File: src/rtl/hkspi_responder.sv
// Housekeeping SPI responder (SPI mode 0), fully in the core clock domain.
// The sck/csb/sdi pins are oversampled through synchronizers. A command byte,
// an address byte and an auto-incrementing data stream drive a simple
// register-file port. Read data is returned MSB first on sdo.
//
// Register port handshake: reg_re and reg_we are single-cycle strobes
// qualified by reg_addr (and reg_wdata for writes). There is no back-pressure.
// The register file must return reg_rdata in the cycle after reg_re. At most
// one strobe is high in any cycle, and a write at an address always precedes
// the read of the next address.
module hkspi_responder #(
    parameter int SYNC_STAGES = 2,
    parameter int ADDR_W      = 8
) (
    input  logic              clock,
    input  logic              resetb,
    input  logic              sck,
    input  logic              csb,
    input  logic              sdi,
    output logic              sdo,
    output logic              sdo_oe,
    output logic [ADDR_W-1:0] reg_addr,
    output logic              reg_re,
    input  logic [7:0]        reg_rdata,
    output logic              reg_we,
    output logic [7:0]        reg_wdata,
    output logic              busy,
    output logic [2:0]        dbg_state
);

    typedef enum logic [2:0] {
        S_IDLE   = 3'd0,
        S_CMD    = 3'd1,
        S_ADDR   = 3'd2,
        S_DATA   = 3'd3,
        S_IGNORE = 3'd4
    } state_t;

    localparam logic [ADDR_W-1:0] ADDR_ONE = {{(ADDR_W-1){1'b0}}, 1'b1};

    // Synchronizer chains and edge-detect history
    logic [SYNC_STAGES-1:0] sck_sync;
    logic [SYNC_STAGES-1:0] csb_sync;
    logic [SYNC_STAGES-1:0] sdi_sync;
    logic                   sck_d;
    logic                   csb_d;
    logic [SYNC_STAGES:0]   pipe_fill;
    logic                   armed;

    logic sck_s;
    logic csb_s;
    logic sdi_s;
    logic sck_rise;
    logic sck_fall;
    logic csb_rise;
    logic csb_fall;

    // Transaction state
    state_t      state;
    logic [2:0]  bit_cnt;
    logic [6:0]  shift_in;
    logic [7:0]  tx_shift;
    logic        wr_en;
    logic        rd_en;
    logic        inc_pend;
    logic        load_pend;
    logic        byte_done;
    logic [7:0]  byte_in;

    assign sck_s     = sck_sync[SYNC_STAGES-1];
    assign csb_s     = csb_sync[SYNC_STAGES-1];
    assign sdi_s     = sdi_sync[SYNC_STAGES-1];
    assign sck_rise  = sck_s & ~sck_d;
    assign sck_fall  = ~sck_s & sck_d;
    assign csb_rise  = csb_s & ~csb_d;
    assign csb_fall  = ~csb_s & csb_d;
    assign byte_in   = {shift_in, sdi_s};
    assign byte_done = sck_rise && (bit_cnt == 3'd7);
    assign busy      = (state != S_IDLE);
    assign dbg_state = state;

    // Pin synchronizers, one-cycle delayed copies for edge detection, and arming.
    // The csb chain resets high, so a pin held low through reset looks like a fall.
    // armed is set only once csb has been seen high after the chain has filled
    // with real pin samples. This stops that false fall from opening a transaction.
    always_ff @(posedge clock or negedge resetb) begin
        if (!resetb) begin
            sck_sync  <= '0;
            csb_sync  <= '1;
            sdi_sync  <= '0;
            sck_d     <= 1'b0;
            csb_d     <= 1'b1;
            pipe_fill <= '0;
            armed     <= 1'b0;
        end else begin
            sck_sync  <= {sck_sync[SYNC_STAGES-2:0], sck};
            csb_sync  <= {csb_sync[SYNC_STAGES-2:0], csb};
            sdi_sync  <= {sdi_sync[SYNC_STAGES-2:0], sdi};
            sck_d     <= sck_s;
            csb_d     <= csb_s;
            pipe_fill <= {pipe_fill[SYNC_STAGES-1:0], 1'b1};
            if (pipe_fill[SYNC_STAGES] && csb_s) begin
                armed <= 1'b1;
            end
        end
    end

    // Protocol FSM with byte framing, register strobes and the sdo shifter.
    always_ff @(posedge clock or negedge resetb) begin
        if (!resetb) begin
            state     <= S_IDLE;
            bit_cnt   <= 3'd0;
            shift_in  <= 7'd0;
            tx_shift  <= 8'd0;
            wr_en     <= 1'b0;
            rd_en     <= 1'b0;
            inc_pend  <= 1'b0;
            load_pend <= 1'b0;
            sdo       <= 1'b0;
            sdo_oe    <= 1'b0;
            reg_addr  <= '0;
            reg_re    <= 1'b0;
            reg_we    <= 1'b0;
            reg_wdata <= 8'd0;
        end else begin
            reg_re <= 1'b0;
            reg_we <= 1'b0;
            if (state != S_IDLE && csb_rise) begin
                // Close the transaction. Any partial byte is simply dropped.
                state     <= S_IDLE;
                bit_cnt   <= 3'd0;
                wr_en     <= 1'b0;
                rd_en     <= 1'b0;
                inc_pend  <= 1'b0;
                load_pend <= 1'b0;
                sdo       <= 1'b0;
                sdo_oe    <= 1'b0;
            end else begin
                // Read data arrives one cycle after reg_re and reloads the shifter.
                load_pend <= reg_re;
                if (load_pend) begin
                    tx_shift <= reg_rdata;
                end else if (sck_fall && state == S_DATA && rd_en) begin
                    sdo      <= tx_shift[7];
                    tx_shift <= {tx_shift[6:0], 1'b0};
                end

                // The address step after a write, followed by the read of the new address.
                if (inc_pend) begin
                    inc_pend <= 1'b0;
                    reg_addr <= reg_addr + ADDR_ONE;
                    reg_re   <= rd_en;
                end

                if (sck_rise && state != S_IDLE) begin
                    shift_in <= byte_in[6:0];
                    bit_cnt  <= bit_cnt + 3'd1;
                end

                case (state)
                    S_IDLE: begin
                        bit_cnt <= 3'd0;
                        if (armed && csb_fall) begin
                            state <= S_CMD;
                        end
                    end
                    S_CMD: begin
                        if (byte_done) begin
                            case (byte_in)
                                8'h80: begin
                                    wr_en <= 1'b1;
                                    rd_en <= 1'b0;
                                    state <= S_ADDR;
                                end
                                8'h40: begin
                                    wr_en <= 1'b0;
                                    rd_en <= 1'b1;
                                    state <= S_ADDR;
                                end
                                8'hC0: begin
                                    wr_en <= 1'b1;
                                    rd_en <= 1'b1;
                                    state <= S_ADDR;
                                end
                                default: begin
                                    state <= S_IGNORE;
                                end
                            endcase
                        end
                    end
                    S_ADDR: begin
                        if (byte_done) begin
                            reg_addr <= ADDR_W'(byte_in);
                            reg_re   <= rd_en;
                            sdo_oe   <= rd_en;
                            state    <= S_DATA;
                        end
                    end
                    S_DATA: begin
                        if (byte_done) begin
                            if (wr_en) begin
                                reg_we    <= 1'b1;
                                reg_wdata <= byte_in;
                                inc_pend  <= 1'b1;
                            end else begin
                                reg_addr <= reg_addr + ADDR_ONE;
                                reg_re   <= rd_en;
                            end
                        end
                    end
                    S_IGNORE: begin
                        state <= S_IGNORE;
                    end
                    default: begin
                        state <= S_IDLE;
                    end
                endcase
            end
        end
    end

endmodule

File: config.mk
export PLATFORM = sky130hd
export DESIGN_NAME = hkspi_responder
export DESIGN_NICKNAME = d
export VERILOG_FILES = /design/src/rtl/hkspi_responder.sv
export SDC_FILE = /design/constraint.sdc
export NUM_CORES = 1
export LEC_CHECK = 0
export CAP_MARGIN = 20
export CORE_MARGIN = 8
export CORE_UTILIZATION = 49
export CTS_CLUSTER_DIAMETER = 50
export CTS_CLUSTER_SIZE = 10
export DETAILED_ROUTE_END_ITERATION = 10
export PLACE_DENSITY = 0.72
export SLEW_MARGIN = 20
export SYNTH_ARGS = -nofsm -noshare
export SYNTH_HDL_FRONTEND = slang
export SYNTH_SLANG_ARGS = --single-unit
File: constraint.sdc
create_clock -name clock -period 1.89 [get_ports clock]
set_input_delay 0.189 -clock clock [delete_from_list [all_inputs] [get_ports clock]]
set_output_delay 0.189 -clock clock [all_outputs]
set_load 0.005 [all_outputs]
==> impl_metrics.ini <==
[critical_path]
setup.worst_path.start = dbg_state[2]
reg2reg_depth = 7
cp.arrival_ns = 1.64
crit_type = flop to output pin
critPathMaxFanout = 5
reg2reg_from = bit_cnt[0]
r2r_slack_ns = 0.09
end_kind = output pin
timing.rr.end = reg_addr[5]
critPathLaunchType = flop
worstPathRequired_ns = 1.70

[min_path]
hp-class = primary input to flop
hold_start = csb
hold-path-endpoint = csb_sync[0]
hold_depth = 1

[job]
drv_cap = 0

[drt]
drt-initial-drc-count = 153
dr.max_layer_used = met4
vias = 2214
dr_wl_met3_um = 365
met1_length_mm = 2.98
finalWirelength_mm = 6.64
ant_nets = 0
drc = 0
vias_per_cell = 5.68
wl_per_cell_um = 17.0
dr.pass1.iters = 5
wl_met2_mm = 3.16

[sta]
hold_viol_final = 0
setup_viol = 0
fin_crit_sh = 0.968
timing.fmax_ghz = 0.547
fin_ws_ns = 0.0606
worst_clock_skew_ns = 0.00690
slew_viol_final = 0
fin_tns_setup_ns = 0
period_minus_slack_ns = 1.83

[synthesis]
synth_top_area_share = 0.477
synthCells = 269
post_synth_main_area_contributors = dfrtp_1, mux2_2, nor2_1, a21oi_1, mux2i_1
async_flop_share = 1.00
synth_nets = 285
syn-mean-instance-area_um2 = 10.3
synth_warnings = 0
syn_area_um2 = 2780
ys_ff_latch = 56
synth_edf_count = 0
synth_seq_area_share = 0.506
synth-main-ff-cell = dfrtp_1
yosys.area.top_type = dfrtp_1
synth.distinct_cells = 53

[global_route]
overflow = 0
first_global_vias = 2319
antenna_found_initial = 0
grt_first_pass_wirelength_mm = 11.5
grt_max_degree = 41
gr-usage-all-layers = 0.167

[placement]
dpl-instance-area_um2 = 3290
port_buffers = 36
post-dp-hpwl_mm = 4.85
place_ws_ns = 0.0387
gp_congestion = 0.900

[clocking]
tritoncts = done
cts_sinks = 56
clkTransAtPathRegs_ns = 0.10
numCtsBuffers = 5
cts-root-buf = clkbuf_8
insertion_delay_ns = 0.31
cts_max_level = 2
clk_path_buf_depth = 2

[floorplanning]
dieHeight_um = 91.3
core-area_um2 = 5510
start_util = 0.505
die_area_um2 = 8340
rows = 27
ios = 37
dieWidth_um = 91.3

[layout]
drive_gt1_frac = 0.198
synthToLayoutAreaGrowth_pct = 23.5
final_cell_mix = dfrtp_1, clkdlybuf4s50_1, nor2_1, buf_4, nand2_1
final_common_cell = dfrtp_1
antenna_cells = 0
layout.nets = 333
final_cell_area_um2 = 3430

[pwr]
p_leak_nw = 1.46
p_total_mw = 2.34
power_density_nw_per_um2 = 683
ir_drop_v = 0.000496

[outcome]
status = complete, no violations
where the power goes:
| group | leakage, nW | switching (mW) | internal (mW) |
|---|---|---|---|
| Combinational | 0.716 | 0.175 | 0.150 |
| Clock | 0.0456 | 0.396 | 0.265 |
| Sequential | 0.697 | 0.0849 | 1.27 |
| Total | 1.46 | 0.655 | 1.69 |
routing by layer:
layer  GRT usage  vias to the layer above
met2       0.269                       75
met4      0.0641                        0
li1            -                     1053
met3      0.0395                       14
met1       0.213                     1072
met5           0                        -
timing repair:
| item | in CTS | in global routing |
|---|---|---|
| setup endpoints to repair | 0 | 10 |
| gates resized for setup | 0 | 11 |
| endpoints found under the hold margin | 16 | 0 |
| hold buffers | 1 | 0 |
| setup buffers | 0 | 1 |
registers in the layout, indices dropped and copies added, names as in the netlist, 2 cells and up:
name,count
bit_cnt,3
csb_sync,2
dbg_state,3
pipe_fill,3
reg_addr,8
reg_wdata,8
sck_sync,2
sdi_sync,2
shift_in,7
tx_shift,8
cells in the mapped netlist (5+ instances only):
cell type and n:
mux2i_1 9, dfrtp_1 53, inv_1 7, a21oi_1 18, mux2_2 13, o21ai_0 17
clkbuf_1 7, buf_2 5, xnor2_1 5, nand3_1 6, nand2_1 21, nand4_1 9
nor2_1 25
kinds of logic after synthesis:
family | synth area share
other cells | 0.00135
fa+ha+maj | 0.0135
xor+xnor | 0.0252
compound gates | 0.133
flops | 0.506
buf+inv | 0.0486
mux | 0.0851
simple gates | 0.188
through the flow:
step / hold slack, ns / utilization / instances
final: 0.274 / 0.623 / 390
after global placement: 0.158 / 0.597 / 380
after global routing: 0.278 / 0.623 / 390
after floorplan: -0.107 / - / 269
after detailed placement: 0.162 / 0.597 / 380
after CTS: 0.272 / 0.614 / 389
worst max-delay path: stages, from the launching register on:
cell and delay, ns:
dfrtp_1 0.43, or3_4 0.43, clkdlybuf4s50_1 0.46
final cells by class:
cell class,count,area [µm²]
clock buffer,6,72.6
clock inverter,2,13.8
fill,466,2070
inverter,7,26.3
multi-input combinational,188,1280
sequential,56,1410
tap,72,90.1
timing repair buffer,59,543
worst max-delay path by stage:
stage,to,slack (ns)
after floorplan,reg_addr[5],0.1
after global placement,reg_addr[2],0.09
after detailed placement,reg_addr[5],0.04
after CTS,reg_addr[5],0.02
after global routing,reg_addr[5],-0.004
final,busy,0.06
(Power assumes the default switching activity.)
